==> src/rtl/stopwatch_pkg.sv <==
// Shared definitions for the stopwatch select/adjust core: state encoding,
// default moduli and the count-width sanity check used at elaboration.
package stopwatch_pkg;

    typedef enum logic [1:0] {
        RUN    = 2'd0,
        PAUSED = 2'd1,
        ADJUST = 2'd2
    } state_e;

    localparam int SEC_MOD_DEFAULT = 60;
    localparam int MIN_MOD_DEFAULT = 60;

    // True when a w-bit count can hold every value 0..max(sec_mod,min_mod)-1.
    function automatic bit width_ok(input int w, input int sec_mod, input int min_mod);
        int largest;
        largest = (sec_mod > min_mod) ? sec_mod : min_mod;
        if (w < 1 || w > 30) begin
            return 1'b0;
        end
        return ((1 << w) >= largest);
    endfunction

endpackage

==> src/rtl/mod_counter.sv <==
// Modulo-MOD up counter with synchronous clear. wrap flags the increment
// that takes the count from MOD-1 back to 0, so a neighbour can carry on it.
module mod_counter #(
    parameter int MOD = 60,
    parameter int W   = 6
) (
    input  logic         clk,
    input  logic         rst_n,
    input  logic         inc,
    input  logic         clr,
    output logic [W-1:0] q,
    output logic         wrap
);

    localparam logic [W-1:0] LAST = W'(MOD - 1);

    logic [W-1:0] q_q;
    logic [W-1:0] q_d;

    assign wrap = inc & (q_q == LAST);
    assign q    = q_q;

    // Next count: clear beats increment; increment wraps at the modulus.
    always_comb begin
        q_d = q_q;
        if (clr) begin
            q_d = '0;
        end else if (inc) begin
            q_d = wrap ? '0 : (q_q + W'(1));
        end
    end

    // Count register.
    always_ff @(posedge clk or negedge rst_n) begin
        if (!rst_n) begin
            q_q <= '0;
        end else begin
            q_q <= q_d;
        end
    end

endmodule

==> src/rtl/stopwatch_adj_core.sv <==
// Stopwatch run/pause/adjust core. Owns the minutes and seconds counters,
// advances them on tick enables and reports a one-cycle rollover when the
// minutes field wraps while running.
// Optional build macro STOPWATCH_BLINK_EN adds blank_min/blank_sec outputs
// that flash the field being adjusted at half the adjust tick rate.
module stopwatch_adj_core
    import stopwatch_pkg::*;
#(
    parameter int SEC_MOD = SEC_MOD_DEFAULT,
    parameter int MIN_MOD = MIN_MOD_DEFAULT,
    parameter int CNT_W   = 6
) (
    input  logic             clk,
    input  logic             rst_n,
    input  logic             tick_1hz,
    input  logic             tick_2hz,
    input  logic             adj,
    input  logic             sel,
    input  logic             pause_p,
    input  logic             clear_p,
    output logic [CNT_W-1:0] minutes,
    output logic [CNT_W-1:0] seconds,
    output logic             running,
    output logic             adjusting,
    output logic             rollover
`ifdef STOPWATCH_BLINK_EN
    ,
    output logic             blank_min,
    output logic             blank_sec
`endif
);

    if (!width_ok(CNT_W, SEC_MOD, MIN_MOD)) begin : g_width_fail
        $error("stopwatch_adj_core: CNT_W too small for SEC_MOD/MIN_MOD");
    end

    state_e state_q;
    state_e state_d;
    logic   rollover_q;
    logic   rollover_d;

    logic   run_tick;
    logic   adj_tick;
    logic   sec_inc;
    logic   min_inc;
    logic   sec_wrap;
    logic   min_wrap;

    // Ticks are qualified by the state held before any same-cycle transition.
    always_comb begin
        run_tick = (state_q == RUN) & tick_1hz;
        adj_tick = (state_q == ADJUST) & tick_2hz;
        sec_inc  = run_tick | (adj_tick & sel);
        min_inc  = (run_tick & sec_wrap) | (adj_tick & ~sel);
    end

    mod_counter #(
        .MOD (SEC_MOD),
        .W   (CNT_W)
    ) u_sec (
        .clk   (clk),
        .rst_n (rst_n),
        .inc   (sec_inc),
        .clr   (clear_p),
        .q     (seconds),
        .wrap  (sec_wrap)
    );

    mod_counter #(
        .MOD (MIN_MOD),
        .W   (CNT_W)
    ) u_min (
        .clk   (clk),
        .rst_n (rst_n),
        .inc   (min_inc),
        .clr   (clear_p),
        .q     (minutes),
        .wrap  (min_wrap)
    );

    // Next state: adj wins over pause_p; leaving ADJUST always parks in PAUSED.
    always_comb begin
        state_d = state_q;
        unique case (state_q)
            RUN: begin
                if (adj) begin
                    state_d = ADJUST;
                end else if (pause_p) begin
                    state_d = PAUSED;
                end
            end
            PAUSED: begin
                if (adj) begin
                    state_d = ADJUST;
                end else if (pause_p) begin
                    state_d = RUN;
                end
            end
            ADJUST: begin
                if (!adj) begin
                    state_d = PAUSED;
                end
            end
            default: begin
                state_d = RUN;
            end
        endcase
    end

    // Rollover pulse lines up with the cycle the counts show 00:00; a clear wins.
    always_comb begin
        rollover_d = run_tick & sec_wrap & min_wrap & ~clear_p;
    end

    // State and rollover registers.
    always_ff @(posedge clk or negedge rst_n) begin
        if (!rst_n) begin
            state_q    <= RUN;
            rollover_q <= 1'b0;
        end else begin
            state_q    <= state_d;
            rollover_q <= rollover_d;
        end
    end

    assign running   = (state_q == RUN);
    assign adjusting = (state_q == ADJUST);
    assign rollover  = rollover_q;

`ifdef STOPWATCH_BLINK_EN
    logic phase_q;
    logic phase_d;

    // Blink phase restarts dark-free on ADJUST entry and flips on each adjust tick.
    always_comb begin
        phase_d = phase_q;
        if ((state_q != ADJUST) && (state_d == ADJUST)) begin
            phase_d = 1'b0;
        end else if (adj_tick) begin
            phase_d = ~phase_q;
        end
    end

    // Blink phase register.
    always_ff @(posedge clk or negedge rst_n) begin
        if (!rst_n) begin
            phase_q <= 1'b0;
        end else begin
            phase_q <= phase_d;
        end
    end

    assign blank_sec = adjusting & sel & phase_q;
    assign blank_min = adjusting & ~sel & phase_q;
`endif

endmodule

==> config.mk <==
export PLATFORM = sky130hd
export DESIGN_NAME = stopwatch_adj_core
export DESIGN_NICKNAME = d
export VERILOG_FILES = /design/src/rtl/stopwatch_pkg.sv /design/src/rtl/mod_counter.sv /design/src/rtl/stopwatch_adj_core.sv
export SDC_FILE = /design/constraint.sdc
export NUM_CORES = 1
export LEC_CHECK = 0
export BUFFER_PORTS_ARGS = -buffer_cell sky130_fd_sc_hd__buf_4
export CORE_UTILIZATION = 45
export DETAILED_ROUTE_END_ITERATION = 12
export PLACE_DENSITY = 0.7
export SLEW_MARGIN = 20
export SYNTH_ARGS = -nofsm -noshare
export SYNTH_HDL_FRONTEND = slang
export SYNTH_HIERARCHICAL = 1
export SYNTH_SLANG_ARGS = --single-unit
export TNS_END_PERCENT = 100
==> constraint.sdc <==
create_clock -name clk -period 3.8 [get_ports clk]
set_input_delay 0.38 -clock clk [delete_from_list [all_inputs] [get_ports clk]]
set_output_delay 0.38 -clock clk [all_outputs]
set_load 0.02 [all_outputs]
# Word-level counts from Yosys, hierarchy flattened
# Cells that the tools add are included.
[op_classes]
addsub = 2
eq_ne = 7
muxes = 12
bitwise_logic = 13
reduce_logical = 4
[ops]
columns = ["cell", "count"]
rows = [
  ["$mux 6", 6],
  ["$add 6x1->6 const B", 2],
  ["$eq 6x6->1 const B", 2],
  ["$mux 2", 5],
  ["$and 1x1->1", 9],
  ["$ne 3x3->1 const B", 2],
  ["$pmux 2 s3", 1],
  ["$reduce_bool 2->1", 2],
  ["$reduce_and 3->1", 1],
  ["$eq 2x1->1 const B", 1],
  ["$eq 2x2->1 const B", 1],
  ["$logic_not 2->1", 1],
  ["$ne 2x2->1 const B", 1],
  ["$not 1->1", 2],
  ["$or 1x1->1", 2],
]
[totals]
ff_bits = 15
input_bits = 8
output_inout_bits = 15
word_cells = 42

# Longest topological paths before layout
[depth]
depth_word = 11
ltp_mapped = 11

# Cells and area by module
# Netlist, hierarchy kept.
[by_module_without_submodules]
columns = ["module", "instances", "cells_each", "area_per_inst_um2"]
rows = [
  ["mod_counter", 2, 35, 334.1],
  ["stopwatch_adj_core", 1, 14, 153.9],
]

# Worst setup path before layout
# OpenSTA, ideal clock, no wires.
[synth_path]
path_type = "register -> register"
from = "reg state_q[0]"
to = "reg rollover_q, in the netlist rollover"
setup_time_ns = 0.067
t_arrival_ns = 2.258
setup_slack_ns = 1.475
stages_incl_launch_ff = 12
path_buffers = 2
synth_period_minus_slack_ns = 2.325
path_cell_list = "dfrtp_1 nor2_1 a32o_1 buf_6 nand3b_1 nor2_1 a32o_1 buf_6 nand3b_1 nor2_1 nor4b_1 and3_1"
[synth_via]
word_cells_on_any_way = 13
[synth_lines]
columns = ["element", "line_no", "text"]
rows = [
  ["start: declaration", "stopwatch_adj_core.sv:37", "state_e state_q;"],
  ["start signal: assignment", "stopwatch_adj_core.sv:121", "state_q <= state_d;"],
  ["$logic_not 2->1", "n/a", ""],
  ["via running", "stopwatch_adj_core.sv:23", "output logic running,"],
  ["$and 1x1->1", "stopwatch_adj_core.sv:51", "run_tick = (state_q == RUN) & tick_1hz;"],
  ["$or 1x1->1", "stopwatch_adj_core.sv:53", "sec_inc = run_tick | (adj_tick & sel);"],
  ["via sec_inc", "stopwatch_adj_core.sv:44", "logic sec_inc;"],
  ["$and 1x1->1", "mod_counter.sv:20", "assign wrap = inc & (q_q == LAST);"],
  ["via sec_wrap", "stopwatch_adj_core.sv:46", "logic sec_wrap;"],
  ["$and 1x1->1", "stopwatch_adj_core.sv:54", "min_inc = (run_tick & sec_wrap) | (adj_tick & ~sel);"],
  ["$or 1x1->1", "stopwatch_adj_core.sv:54", ""],
  ["via min_inc", "stopwatch_adj_core.sv:45", "logic min_inc;"],
  ["$and 1x1->1", "mod_counter.sv:20", ""],
  ["via min_wrap", "stopwatch_adj_core.sv:47", "logic min_wrap;"],
  ["$and 1x1->1 (2 in a row)", "stopwatch_adj_core.sv:112", "rollover_d = run_tick & sec_wrap & min_wrap & ~clear_p;"],
  ["via rollover_d", "stopwatch_adj_core.sv:40", "logic rollover_d;"],
  ["end signal: assignment", "stopwatch_adj_core.sv:122", "rollover_q <= rollover_d;"],
  ["end: declaration", "stopwatch_adj_core.sv:39", "logic rollover_q;"],
]
# The timed path passes the listed nets, and every way through them passes these cells.
# A chain may end at the register's enable or synchronous reset.

# Worst setup path in the final report
[layout_path]
from = "reg state_q[1]"
to = "reg rollover_q, in the netlist rollover"
[layout_via]
elab_chain_cells = 10
word_cells_on_any_way = 13
[layout_lines]
columns = ["element", "line_no", "text"]
rows = [
  ["$eq 2x2->1", "stopwatch_adj_core.sv:52", "adj_tick = (state_q == ADJUST) & tick_2hz;"],
  ["$and 1x1->1", "stopwatch_adj_core.sv:52", ""],
  ["$and 1x1->1", "stopwatch_adj_core.sv:53", ""],
  ["$or 1x1->1 (*)", "stopwatch_adj_core.sv:53", ""],
  ["via sec_inc", "stopwatch_adj_core.sv:44", ""],
  ["$and 1x1->1 (*)", "mod_counter.sv:20", ""],
  ["via sec_wrap", "stopwatch_adj_core.sv:46", ""],
  ["$and 1x1->1 (*)", "stopwatch_adj_core.sv:54", ""],
  ["$or 1x1->1 (*)", "stopwatch_adj_core.sv:54", ""],
  ["via min_inc", "stopwatch_adj_core.sv:45", ""],
  ["$and 1x1->1 (*)", "mod_counter.sv:20", ""],
  ["via min_wrap", "stopwatch_adj_core.sv:47", ""],
  ["$and 1x1->1 (*) (2 in a row)", "stopwatch_adj_core.sv:112", ""],
  ["via rollover_d", "stopwatch_adj_core.sv:40", ""],
]
# Mark *: on every way through the listed nets, which the timed path passes. The rest lies on a longest branch.

==> summary.txt <==
Synthesis
  – Combined area of all synthesized cells: 822 um^2
  – Synth Flop Type: sky130_fd_sc_hd__dfrtp_1
  – Sequential share of the synthesized area: 45.7%
  – Largest cells by area after synthesis: sky130_fd_sc_hd__dfrtp_1, sky130_fd_sc_hd__a21oi_1, sky130_fd_sc_hd__nand3_1
  – Synthesis Warnings: 6
  – Top cell type by total area after synthesis: sky130_fd_sc_hd__dfrtp_1
  – Post-synth top area share: 45.7%
  – Share of async-settable or async-resettable flops after synthesis: 100%
  – Count of flip-flops with a built-in enable after synthesis: 0
  – Synth Net Count: 94
  – Post-synthesis instance total: 84
  – Average cell area after synthesis: 9.79 um^2
  – Count of distinct cell types in the synthesized netlist: 27
  – Most numerous cell in the Yosys netlist: sky130_fd_sc_hd__dfrtp_1
  – Total of flip-flops plus latches after synthesis: 15
  – Most frequent cells after synthesis: sky130_fd_sc_hd__dfrtp_1, sky130_fd_sc_hd__nand2_1, sky130_fd_sc_hd__a21oi_1, sky130_fd_sc_hd__nand3_1, sky130_fd_sc_hd__nor2_1

Power
  – Clock share of power: 30.2%
  – Power density over the cells: 293 mW/mm^2
  – Net Sw Power: 0.0000799 W
  – IR drop worst, VDD: 0.179 mV
  – Sequential share of power: 56.0%
  – Cell internal pwr: 0.000223 W
  – Static Leakage: 0.432 nW
  – Switching Fraction: 26.4%
  – Share of total power in combinational logic: 13.8%

Route
  – 1st-pass router iterations: 4
  – Per-cell via count in the routed design: 5.53
  – Routed len/inst: 12.7 um
  – Total detailed-routing wirelength: 1700 um
  – 1st-iter DRT viols: 25
  – Post-route antenna net violation count: 0
  – Vias post-DR: 741
  – Post-route DRC: 0

Run
  – Number of max-cap violations: 0

Hold path
  – Startpoint of the tightest hold check path: adj
  – Hold Path Depth: 2
  – Capture endpoint of the worst hold path: state_q[0]
  – Class of the most critical hold timing path: in -> reg

CTS
  – Maximum clock path buffer count: 2
  – Total number of H-tree levels: 1
  – Total CTS buffers: 3
  – Insertion delay to the later sink of the worst-skew pair: 0.28 ns
  – Clock transition time at the flip-flop clock pins of the worst setup and hold paths: 0.09 ns
  – Count of instances resized after the clock tree is built: 0
  – Number of sinks driven by the clock tree: 15
  – Clock tree root driver cell: sky130_fd_sc_hd__clkbuf_4
  – Clock tree from TritonCTS: yes

Floorplan
  – Overall die height: 44.7 um
  – DIE WIDTH: 44.7 um
  – Full die area: 0.00200 mm^2
  – IO Count: 23
  – Initial Utilization: 47.6%
  – Floorplan row count: 15
  – Core region area: 0.00173 mm^2

Layout
  – Layout net count: 120
  – Area growth, synth to finish: 25.6%
  – Inserted Diodes: 0
  – Fraction of final layout cells sized beyond drive strength 1: 27.5%

Global routing
  – Grt ovf: 0
  – Via count of the first global-routing pass: 623
  – Pin count of the biggest net entering global routing: 16
  – Global-route wire length before repair: 2880 um
  – Number of antenna violations at the first check in global routing: 0
  – Total routing usage reported by global routing: 20.2%

Status
  – Result of the run: finished clean

Worst setup path
  – Critical path class: reg -> reg
  – Arrival time reported for the critical path endpoint: 2.98 ns
  – Number of cells on the worst reg-to-reg path: 9
  – Reg-to-Reg Start: state_q[1]
  – Setup slack of the worst register-to-register path: 1.05 ns
  – Crit path launch type: flip-flop
  – Maximum fanout along the worst path: 10
  – Endpoint of the lowest-slack register-to-register path: rollover
  – Type of element capturing the critical path: flip-flop
  – Data required time at the worst endpoint: 4.02 ns

Placement
  – Sum of net half-perimeters after detailed placement: 1170 um
  – # port buffers: 22
  – Placer Congestion: 0.808

STA
  – Final min period: 2.75 ns
  – Tightest slew margin relative to the limit: 74.3%
  – Final-report hold violation count: 0
  – Period utilization: 72.4%
  – Setup skew after layout: 0.00276 ns
  – Maximum frequency from static timing analysis: 363 MHz
  – Worst hold-check slack: 0.249 ns
  – Worst-Margin Slew: 0.386 ns
  – Setup repair after global routing missed its margin: false
  – Total Negative Setup Slacks: 0 ns
  – Number of slew-limit violations in the final report: 0
  – Setup-violating endpoint count in the final report: 0
==> worst max-delay path: stages (launching register included) <==
cell                       delay, ns
sky130_fd_sc_hd__dfrtp_1        0.41
sky130_fd_sc_hd__nor2b_2        0.22
sky130_fd_sc_hd__a32o_1         0.42
sky130_fd_sc_hd__nand3b_1       0.23
sky130_fd_sc_hd__nor2_1         0.18
sky130_fd_sc_hd__a32o_1         0.42
sky130_fd_sc_hd__nand3b_1       0.21
sky130_fd_sc_hd__nor2_1         0.14
sky130_fd_sc_hd__nor4b_1        0.27
sky130_fd_sc_hd__and3_1         0.20
==> cell families after synthesis <==
kind of cell	share of synthesized area, %
multiplexers	2.44
adder cells (fa/ha/maj)	3.04
buffers and inverters	2.74
flip-flops	45.7
AO/OA/AOI/OAI	18.3
AND/OR/NAND/NOR	27.9
==> cells in the final DEF, fill, tap and decap left out, types with 2 or more instances in the layout <==
cell	synthesis	routed
sky130_fd_sc_hd__a31oi_1	2	2
sky130_fd_sc_hd__nand2b_1	4	4
sky130_fd_sc_hd__nand2_1	8	8
sky130_fd_sc_hd__nand3b_1	2	2
sky130_fd_sc_hd__or3_1	2	2
sky130_fd_sc_hd__a41oi_1	2	2
sky130_fd_sc_hd__nor2b_1	3	3
sky130_fd_sc_hd__ha_1	2	2
sky130_fd_sc_hd__a21oi_1	6	6
sky130_fd_sc_hd__nand3_2	2	2
sky130_fd_sc_hd__buf_4	0	22
sky130_fd_sc_hd__a311oi_1	2	2
sky130_fd_sc_hd__dfrtp_1	15	15
sky130_fd_sc_hd__a32o_1	2	2
sky130_fd_sc_hd__clkbuf_4	0	3
sky130_fd_sc_hd__nand3_1	6	6
sky130_fd_sc_hd__o21ai_0	4	4
sky130_fd_sc_hd__or2_2	2	2
sky130_fd_sc_hd__mux2i_1	2	2
sky130_fd_sc_hd__nor3_1	2	2
sky130_fd_sc_hd__nor2_1	5	5
sky130_fd_sc_hd__nand4_1	2	2
sky130_fd_sc_hd__o2111ai_1	2	2
==> flip-flops by register name (all words and copies together) (netlist names) <==
name,count
u_min/q,6
u_sec/q,6
rollover,1
state_q,2
==> power by group through the flow <==
stage | Sequential, W | Clock [W] | Combinational [W]
final | 0.000169 | 0.0000914 | 0.0000417
after CTS | 0.000169 | 0.0000966 | 0.0000419
after global routing | 0.000170 | 0.000106 | 0.0000462
after floorplan | 0.000174 | 0 | 0.0000209
after detailed placement | 0.000172 | 0 | 0.0000408
after global placement | 0.000172 | 0 | 0.0000409
==> repair_timing <==
item,CTS,global route
setup buffers,0,0
hold buffers,1,0
endpoints found under the hold margin,15,0
==> layer usage <==
| metal | track usage [%] | part of all wire, % | vias up |
|---|---|---|---|
| met5 | 0 | 0 | - |
| li1 | - | - | 369 |
| met3 | 3.60 | 4.1 | 2 |
| met2 | 26.2 | 44 | 23 |
| met4 | 10.9 | 0.71 | 0 |
| met1 | 31.4 | 51 | 347 |
==> how the worst max path moves through the flow <==
stage,end,depth (start not counted),from
2_1_floorplan,rollover,11,state_q[0]
3_3_place_gp,rollover,9,state_q[1]
3_5_place_dp,rollover,9,state_q[1]
4_1_cts,rollover,9,state_q[1]
5_1_grt,rollover,9,state_q[1]
6_report,rollover,9,state_q[1]
==> per-stage QoR <==
stage	util [%]	worst slack (ns)	area [um^2]	std cells	power, W
after floorplan	-	1.48	822	84	0.000195
after global placement	57.7	1.26	996	129	0.000213
after detailed placement	57.7	1.17	996	129	0.000213
after CTS	59.8	1.12	1030	134	0.000308
after global routing	59.8	0.683	1030	134	0.000322
final	59.8	1.05	1030	134	0.000302
==> area by class of cell <==
class                   instances  area [um^2]
clock buffers                   4         26.3
fillers                       159          694
multi-input cells              67          424
flip-flops and latches         15          375
well taps                      25         31.3
repair buffers                 23          175
Note: power is estimated with default switching activity, not from simulation.
